File: src/rtl/program_sequencer.sv
// program_sequencer: feeds a stored program of 9-bit words to the simple processor
// over DIN/Run, one instruction at a time, with a watchdog on the Done handshake.
module program_sequencer #(
  parameter int AW             = 4,
  parameter int TIMEOUT_CYCLES = 8
) (
  input  logic          Clock,
  input  logic          Resetn,
  input  logic          start,
  input  logic [AW:0]   prog_len,
  input  logic          prog_we,
  input  logic [AW-1:0] prog_addr,
  input  logic [8:0]    prog_wdata,
  input  logic          Done,
  output logic [8:0]    DIN,
  output logic          Run,
  output logic          busy,
  output logic          finished,
  output logic          timeout_err,
  output logic [AW-1:0] pc,
  output logic [7:0]    instr_count
);
  localparam int              DEPTH   = 1 << AW;
  localparam int              WDW     = $clog2(TIMEOUT_CYCLES);
  localparam logic [WDW-1:0]  WD_LAST = WDW'(TIMEOUT_CYCLES - 1);
  localparam logic [2:0]      OP_MVI  = 3'b001;
  localparam logic [AW-1:0]   ADDR0   = '0;

  typedef enum logic [1:0] {S_IDLE, S_ISSUE, S_WAIT, S_END} state_t;

  logic [8:0]     r_mem [DEPTH];
  state_t         r_state;
  logic [8:0]     r_din;
  logic           r_run;
  logic           r_busy;
  logic           r_finished;
  logic           r_terr;
  logic [AW-1:0]  r_pc;
  logic [7:0]     r_count;
  logic [AW:0]    r_len;
  logic           r_mvi;
  logic [WDW-1:0] r_wdog;

  logic [AW-1:0]  w_pc_plus1;
  logic [AW:0]    w_next_pc;
  logic [8:0]     w_next_word;
  logic [8:0]     w_imm;
  logic           w_cur_is_mvi;
  logic           w_prog_done;
  logic [7:0]     w_count_inc;

  assign w_pc_plus1   = r_pc + 1'b1;
  // One extra bit so the end-of-program compare sees pc+2 past the last address.
  assign w_next_pc    = {1'b0, r_pc} + (r_mvi ? (AW+1)'(2) : (AW+1)'(1));
  assign w_next_word  = r_mem[w_next_pc[AW-1:0]];
  assign w_imm        = r_mem[w_pc_plus1];
  assign w_cur_is_mvi = (r_mem[r_pc][8:6] == OP_MVI);
  assign w_prog_done  = (w_next_pc >= r_len);
  assign w_count_inc  = (r_count == 8'hFF) ? r_count : r_count + 8'd1;

  // Program memory is not reset so a loaded program survives Resetn.
  always_ff @(posedge Clock) begin
    if (prog_we && !r_busy) begin
      r_mem[prog_addr] <= prog_wdata;
    end
  end

  always_ff @(posedge Clock or negedge Resetn) begin
    if (!Resetn) begin
      r_state    <= S_IDLE;
      r_din      <= '0;
      r_run      <= 1'b0;
      r_busy     <= 1'b0;
      r_finished <= 1'b0;
      r_terr     <= 1'b0;
      r_pc       <= '0;
      r_count    <= '0;
      r_len      <= '0;
      r_mvi      <= 1'b0;
      r_wdog     <= '0;
    end else begin
      r_run      <= 1'b0;
      r_finished <= 1'b0;
      case (r_state)
        S_IDLE: begin
          if (start) begin
            if (prog_len != '0) begin
              r_len   <= prog_len;
              r_pc    <= '0;
              r_count <= '0;
              r_terr  <= 1'b0;
              r_busy  <= 1'b1;
              r_din   <= r_mem[ADDR0];
              r_run   <= 1'b1;
              r_state <= S_ISSUE;
            end else begin
              r_finished <= 1'b1;
            end
          end
        end
        S_ISSUE: begin
          // mvi keeps its immediate on DIN for the whole wait.
          r_mvi   <= w_cur_is_mvi;
          r_din   <= w_cur_is_mvi ? w_imm : 9'd0;
          r_wdog  <= '0;
          r_state <= S_WAIT;
        end
        S_WAIT: begin
          if (Done) begin
            r_pc    <= w_next_pc[AW-1:0];
            r_count <= w_count_inc;
            if (w_prog_done) begin
              r_busy     <= 1'b0;
              r_finished <= 1'b1;
              r_din      <= '0;
              r_state    <= S_END;
            end else begin
              r_din   <= w_next_word;
              r_run   <= 1'b1;
              r_state <= S_ISSUE;
            end
          end else if (r_wdog == WD_LAST) begin
            r_terr  <= 1'b1;
            r_busy  <= 1'b0;
            r_din   <= '0;
            r_state <= S_IDLE;
          end else begin
            r_wdog <= r_wdog + 1'b1;
          end
        end
        S_END: begin
          r_state <= S_IDLE;
        end
        default: begin
          r_state <= S_IDLE;
        end
      endcase
    end
  end

  assign DIN         = r_din;
  assign Run         = r_run;
  assign busy        = r_busy;
  assign finished    = r_finished;
  assign timeout_err = r_terr;
  assign pc          = r_pc;
  assign instr_count = r_count;

endmodule

File: config.mk
export PLATFORM = sky130hd
export DESIGN_NAME = program_sequencer
export DESIGN_NICKNAME = d
export VERILOG_FILES = /design/src/rtl/program_sequencer.sv
export SDC_FILE = /design/constraint.sdc
export NUM_CORES = 1
export LEC_CHECK = 0
export BUFFER_PORTS_ARGS = -buffer_cell sky130_fd_sc_hd__buf_2
export CAP_MARGIN = 0
export CORE_MARGIN = 2
export CORE_UTILIZATION = 24
export CTS_CLUSTER_SIZE = 14
export DETAILED_ROUTE_END_ITERATION = 8
export PLACE_DENSITY = 0.37
export SLEW_MARGIN = 5
export SYNTH_ARGS = -nofsm -noshare
export SYNTH_HDL_FRONTEND = slang
export SYNTH_SLANG_ARGS = --single-unit
File: constraint.sdc
create_clock -name Clock -period 4.9 [get_ports Clock]
set_clock_uncertainty 0.2 [all_clocks]
set_input_delay 0.49 -clock Clock [delete_from_list [all_inputs] [get_ports Clock]]
set_output_delay 0.49 -clock Clock [all_outputs]
set_load 0.1 [all_outputs]
==> results of run 1 <==
-- what timing repair did --
| action | 4_1_cts | 5_1_grt |
|---|---|---|
| setup endpoints to repair | 0 | 0 |
| hold buffers | 1 | 0 |
| hold endpoints to repair | 36 | 0 |
-- where the power goes --
| group | switching [mW] | total [mW] | internal (mW) |
|---|---|---|---|
| sequential | 0.126 | 1.91 | 1.79 |
| clock | 0.642 | 1.36 | 0.719 |
| combinational | 1.74 | 2.67 | 0.933 |
-- sequential cells by signal, indices dropped and copies added, names as in the netlist, 2 cells and up --
signal       count
DIN              9
instr_count      8
pc               4
r_len            5
r_mem          144
r_state          2
r_wdog           3
-- metal layers --
metal  vias to the layer above  part of all wire, %
met3                        26                  5.6
met1                      3275                   45
li1                       2799                    -
met4                         0                  1.6
met5                         -                    0
met2                       203                   48
-- synth_stat cells (all sizes together), types with 3 or more instances --
master	instances
xor2	6
a22oi	9
and3	4
o21ai	20
and2	5
a21o	3
a22o	6
edfxtp	144
a31oi	17
o211a	9
or2	10
mux2i	28
dfrtp	36
ha	15
nand2b	14
inv	13
buf	20
nor4b	7
a21oi	17
clkbuf	21
nor2b	5
mux4	49
nor2	31
nor3	5
mux2	3
nand2	116
a41o	8
nand3	57
-- area by class of cell --
type / instances / area [sq um] / area share, %
flip-flops and latches: 180 / 5230 / 49.0
multi-input cells: 467 / 3690 / 34.6
well taps: 511 / 639 / 5.99
repair buffers: 80 / 485 / 4.55
clock buffers: 19 / 433 / 4.06
clock inverters: 13 / 144 / 1.35
inverters: 13 / 48.8 / 0.457
-- through the flow --
stage | util, % | hold WS [ns] | area [sq um]
CTS | 28.4 | 0.0432 | 10700
global placement | 26.8 | 0.295 | 10100
global route | 28.4 | 0.0803 | 10700
floorplan | - | -0.00559 | 9130
finish | 28.4 | 0.0702 | 10700
detailed placement | 26.8 | 0.280 | 10100
-- how the worst min path moves through the flow --
stage                 from        to  slack, ns  cells after the start
2_1_floorplan       Resetn    DIN[0]     -0.006                      0
3_3_place_gp      r_len[0]  r_len[0]       0.30                      2
3_5_place_dp      r_len[0]  r_len[0]       0.28                      2
4_1_cts        prog_len[4]  r_len[4]       0.04                      3
5_1_grt        prog_len[0]  r_len[0]       0.08                      3
6_report       prog_len[4]  r_len[4]       0.07                      3
-- cells by family after synthesis --
| family | Yosys count |
|---|---|
| buf+inv | 54 |
| compound gates | 101 |
| simple gates | 262 |
| xor+xnor | 8 |
| mux | 80 |
| flops | 180 |
| fa+ha+maj | 16 |
-- critical path, cell delays in order (launching register included) --
cell and delay, ns:
dfrtp_1 0.42, inv_1 0.06, ha_1 0.20, fa_1 0.45
xnor2_2 0.21, inv_2 0.06, ha_1 0.29, a21oi_1 0.16
o21ai_1 0.08, a21o_1 0.21, a211oi_2 0.82, nand3_1 0.16
a31oi_1 0.22
==> metrics.md, run 1 <==
| Metric | Value |
|---|---|
| Outcome | `completed` |
| Mapped Area | `9130 sq um` |
| LEAKAGE | `3.80 nW` |
| Port buffer count | `47` |
| Post-CTS Resized | `0` |
| Inst Count DP | `1250` |
| Total power | `5.95 mW` |
| Final worst setup slack | `1.27 ns` |
| Critical R2R Launch | `r_mvi` |
| Worst path required time | `5.06 ns` |
| Synth Flop Type | `edfxtp_1` |
| Iteration-0 DRC Markers | `523` |
| Clock Tree Buf Depth | `2` |
| Reg clk slew, reported paths | `0.07 ns` |
| Max-Cap Viols | `0` |
| Max Fclk | `276 MHz` |
| Setup TNS | `0 ns` |
| Via density per instance | `4.91` |
| Hold Crit Class | `input pin to register` |
| Place WS | `1.26 ns` |
| Post-CTS Repair Setup Buffers | `0` |
| RSZ-0062 raised after global routing | `no` |
| Vias in the first global route | `6435` |
| Most frequent cells in the layout | `edfxtp_1, nand2_1, nand3_1, mux4_2, buf_2` |
| Max transition margin | `27.8%` |
| H-tree levels | `4` |
| Initial core utilization | `24.3%` |
| GR Util All Layers | `15.3%` |
| Total Wirelength | `28900 um` |
| Vias | `6303` |
| Sequential area share after synthesis | `57.3%` |
| Final count of hold timing violations | `0` |
| CTS tree | `built` |
| CTS Sinks | `180` |
| GPL Wtd Cong | `0.843` |
| Detailed placer's ending HPWL | `20100 um` |
| Met3 usage | `3.51%` |
| Post-synthesis adder-cell area fraction | `2.28%` |
| Clock Latency Late Sink | `0.44 ns` |
| Worst setup path startpoint | `r_mvi` |
| Filler instances | `3825` |
| Routing usage on met1 | `20.3%` |
| Synth area leaders | `edfxtp_1, mux4_2, dfrtp_1` |
| Total CTS buffers | `17` |
| Die area | `39600 sq um` |
| Non-filler cells, final | `1283` |
| Max Slew Vio Count | `0` |
| Min Tclk post-route | `3.63 ns` |
| Post-synthesis compound-gate area fraction | `7.94%` |
| # IOs | `48` |
| Commonest non-fill, non-tap cell in the layout | `edfxtp_1` |
| Share of the synthesized area in the top cell type | `47.4%` |
| Busiest layer in global routing | `met2` |
| Root Buffer | `clkbuf_16` |
| Worst Tran Pin Value | `1.08 ns` |
| Syn-to-layout area delta | `16.9%` |
| Seq cells post-synth | `180` |
| Post-synthesis simple-gate area fraction | `13.5%` |
| Mux contribution to synthesized area | `15.5%` |
| DR DRC count | `0` |
| WS Path Type | `register to register` |
| Cell count after synthesis | `701` |
| R2R cell count | `12` |
| Synth warn | `0` |
| Reg2reg end | `DIN[3]` |
| Number of core rows | `71` |
| Final setup fails | `0` |
| Remaining global-route overflow | `0` |
| Met2 usage | `24.9%` |
| Crit path to | `DIN[3]` |
| DIE HEIGHT | `199 um` |
| Post-synth EDFFs | `144` |
| Critical path launch point type | `register` |
| N_diodes | `0` |
| Wire per inst | `22.5 um` |
| Largest family of logic cells by synthesized area | `multiplexers` |
| Largest net degree at the start of global routing | `44` |
| R2r setup slk | `1.27 ns` |
| Final nets | `798` |
| Net Count, Synth | `740` |
| Layout cells sized above 1 | `23.2%` |
| Worst vdd ir | `0.303 mV` |
| Synth cell types | `54` |
| XOR/XNOR Fraction of Synth Area | `0.850%` |
| Drt first pass iters | `7` |
| Crit end category | `register` |
| Width of the die | `199 um` |
| Core box area | `37600 sq um` |
| Initial antenna violation count | `2` |
| Tcrit/Tclk final | `74.0%` |
| First-pass GRT wire length | `43100 um` |
| Synth Area per Inst | `13.0 sq um` |
| Antenna Nets Post-Route | `0` |
| FFs w/ async S/R, synth | `20.0%` |
| Pwr dens | `557 nW/um^2` |
| Arr. time, crit path | `3.78 ns` |
| Synth area leader | `edfxtp_1` |
| Critical Path Fanout Max | `11` |
(Power assumes the default switching activity.)
==> inputs of run 2 (changes only) <==
--- a/config.mk
+++ b/config.mk
@@ -11,7 +11,7 @@
 export CORE_UTILIZATION = 24
 export CTS_CLUSTER_SIZE = 14
 export DETAILED_ROUTE_END_ITERATION = 8
-export PLACE_DENSITY = 0.37
+export PLACE_DENSITY = 0.39
 export SLEW_MARGIN = 5
 export SYNTH_ARGS = -nofsm -noshare
 export SYNTH_HDL_FRONTEND = slang
==> constraint.sdc (replaced) <==
create_clock -name Clock -period 3.2 [get_ports Clock]
set_clock_uncertainty 0.2 [all_clocks]
set_input_delay 0.32 -clock Clock [delete_from_list [all_inputs] [get_ports Clock]]
set_output_delay 0.32 -clock Clock [all_outputs]
set_load 0.1 [all_outputs]
==> run 2 against run 1 <==
Global-route usage decreased by 0.68 points. Largest cell class unchanged. Via count fell by 2.6%. Clock-buffer cell count decreased by 2. Critical path type unchanged.
==> metrics.md, run 2 (synthesis gave the netlist of run 1 again) <==
| Metric | Value |
|---|---|
| Reg clk slew, reported paths | `0.08 ns (was 0.07 ns)` |
| Layout cells sized above 1 | `26.0% (was 23.2%)` |
| Outcome | `completed (unchanged)` |
| GPL Wtd Cong | `0.769 (was 0.843)` |
| Met3 wire length | `1430 um (was 1630 um)` |
| CP cell instances | `ha_4 -> fa_2 -> xnor2_4 -> inv_2 -> buf_4 -> mux4_2 -> mux2_2 -> o211ai_1 -> a31oi_1 (was inv_1 -> ha_1 -> fa_1 -> xnor2_2 -> inv_2 -> ha_1 -> a21oi_1 -> o21ai_1 -> a21o_1 -> a211oi_2 -> nand3_1 -> a31oi_1)` |
| Width of the die | `199 um (unchanged)` |
| Post-CTS Repair Setup Buffers | `0 (unchanged)` |
| Tcrit/Tclk final | `93.3% (was 74.0%)` |
| First-pass GRT wire length | `41600 um (was 43100 um)` |
| Largest Register | `r_mem (unchanged)` |
| Vias in the first global route | `6304 (was 6435)` |
| Critical path launch point type | `register (unchanged)` |
| Most frequent cells in the layout | `edfxtp_1, nand2_1, nand3_1, mux4_2, buf_2 (unchanged)` |
| Max Slew Vio Count | `0 (unchanged)` |
| Number of core rows | `71 (unchanged)` |
| CTS tree | `built (unchanged)` |
| Max transition margin | `35.3% (was 27.8%)` |
| Total CTS buffers | `17 (unchanged)` |
| Critical Path Max Stage Delay | `0.51 ns (was 0.82 ns)` |
| Core box area | `37600 sq um (unchanged)` |
| Detailed placer's ending HPWL | `19500 um (was 20100 um)` |
| CTS Sinks | `180 (unchanged)` |
| Root Buffer | `clkbuf_16 (unchanged)` |
| Via density per instance | `4.71 (was 4.91)` |
| Worst path required time | `3.29 ns (was 5.06 ns)` |
| Remaining global-route overflow | `0 (unchanged)` |
| Pwr dens | `849 nW/um^2 (was 557 nW/um^2)` |
| Worst Tran Pin Value | `0.966 ns (was 1.08 ns)` |
| Critical Path Fanout Max | `27 (was 11)` |
| H-tree levels | `4 (unchanged)` |
| Initial antenna violation count | `1 (was 2)` |
| Wire per inst | `21.3 um (was 22.5 um)` |
| DR DRC count | `0 (unchanged)` |
| Max Fclk | `335 MHz (was 276 MHz)` |
| Place WS | `0.192 ns (was 1.26 ns)` |
| Met2 Wirelength | `12700 um (was 13800 um)` |
| Total power | `9.33 mW (was 5.95 mW)` |
| Die area | `39600 sq um (unchanged)` |
| Uppermost layer routed | `met4 (unchanged)` |
| Filler instances | `3878 (was 3825)` |
| Final worst setup slack | `0.216 ns (was 1.27 ns)` |
| Hold Crit Class | `input pin to register (unchanged)` |
| Area of the multi-input gates | `3760 sq um (was 3690 sq um)` |
| Clock Tree Buf Depth | `2 (unchanged)` |
| Drt first pass iters | `4 (was 7)` |
| Clock Latency Late Sink | `0.44 ns (about the same)` |
| LEAKAGE | `3.93 nW (was 3.80 nW)` |
| GR Util All Layers | `14.6% (was 15.3%)` |
| Port buffer count | `47 (unchanged)` |
| Initial core utilization | `24.3% (unchanged)` |
| Largest register FFs | `144 (unchanged)` |
| Syn-to-layout area delta | `20.4% (was 16.9%)` |
| Arr. time, crit path | `3.08 ns (was 3.78 ns)` |
| Vias | `6138 (was 6303)` |
| Reg area | `5230 sq um (about the same)` |
| Total Wirelength | `27800 um (was 28900 um)` |
| Commonest non-fill, non-tap cell in the layout | `edfxtp_1 (unchanged)` |
| Final setup fails | `0 (unchanged)` |
| Metal-1 WL | `13300 um (was 13000 um)` |
| Final nets | `818 (was 798)` |
| Iteration-0 DRC Markers | `445 (was 523)` |
| DIE HEIGHT | `199 um (unchanged)` |
| # IOs | `48 (unchanged)` |
| Antenna Nets Post-Route | `0 (unchanged)` |
| Min Tclk post-route | `2.98 ns (was 3.63 ns)` |
| Final count of hold timing violations | `0 (unchanged)` |
| Largest net degree at the start of global routing | `42 (was 44)` |
| Slowest-stage cell, CP | `dfrtp_4 (was a211oi_2)` |
| Max-Cap Viols | `0 (unchanged)` |
| WS Path Type | `register to register (unchanged)` |
| Worst vdd ir | `0.385 mV (was 0.303 mV)` |
| RSZ-0062 raised after global routing | `no (unchanged)` |
| Crit end category | `register (unchanged)` |
[run 2: cell count changes in the layout (fill, tap and decap cells not counted), sizes merged]
| cell | delta |
|---|---|
| buf | +13 |
| bufinv | -1 |
| clkbuf | -2 |
| clkinv | +5 |
| clkinvlp | -3 |
| diode | +1 |
| dlygate4sd3 | +7 |
| inv | +1 |
[run 2: repair_timing]
item,in CTS,in global routing
hold buffers,8,0
hold endpoints to repair,42,0
setup endpoints to repair,0,1
gates resized for setup,0,1
[run 2: final cells by class]
cell class	instances	area share [%]
timing repair buffer	100	6.40
multi-input combinational	467	34.2
clock buffer	17	3.87
antenna	1	0.0228
tap	511	5.82
inverter	13	0.444
sequential	180	47.6
clock inverter	15	1.65
[run 2: where the power goes]
group / internal (mW) / leakage (nW) / switching [mW] / total [mW]
registers: 2.74 / 1.76 / 0.197 / 2.93
logic: 1.60 / 1.88 / 2.67 / 4.28
clock network: 1.06 / 0.294 / 1.06 / 2.12
[run 2: final timing paths]
kind	end	startpoint	cells after the start	slack, ns
worst max-delay path	DIN[7]	pc[0]	9	0.22
worst min-delay path	r_mem[6][3]	prog_wdata[3]	1	0.07
worst max register to register	DIN[7]	pc[0]	9	0.22
worst min register to register	r_len[0]	r_len[0]	2	0.33
max in group asynchronous	pc[0]	Resetn	2	1.72
min in group asynchronous	instr_count[0]	Resetn	2	0.38
[run 2: per-layer routing]
layer	global-route usage [%]	vias to the layer above
li1	-	2838
met1	20.1	3094
met2	23.2	186
met3	3.15	20
met4	3.90	0
met5	0	-
[run 2: stage by stage]
stage | instance area (sq um) | utilization (%) | instances | hold WS, ns | TNS (ns)
2_1_floorplan | 9200 | - | 701 | -0.176 | -0.116
3_3_place_gp | 10300 | 27.4 | 1263 | 0.313 | 0
3_5_place_dp | 10300 | 27.4 | 1263 | 0.310 | 0
4_1_cts | 11000 | 29.2 | 1303 | 0.0412 | 0
5_1_grt | 11000 | 29.2 | 1303 | 0.0570 | 0
6_report | 11000 | 29.2 | 1304 | 0.0677 | 0
[run 2: critical path: cells and delay by family (launching register included)]
| kind | cells | cell delay (ns) |
|---|---|---|
| AOI/OAI and AO/OA | 2 | 0.27 |
| xor gates and xnor gates | 1 | 0.16 |
| adders and majority gates | 2 | 0.61 |
| buffers and inverters | 2 | 0.43 |
| DFF | 1 | 0.51 |
| muxes | 2 | 0.63 |
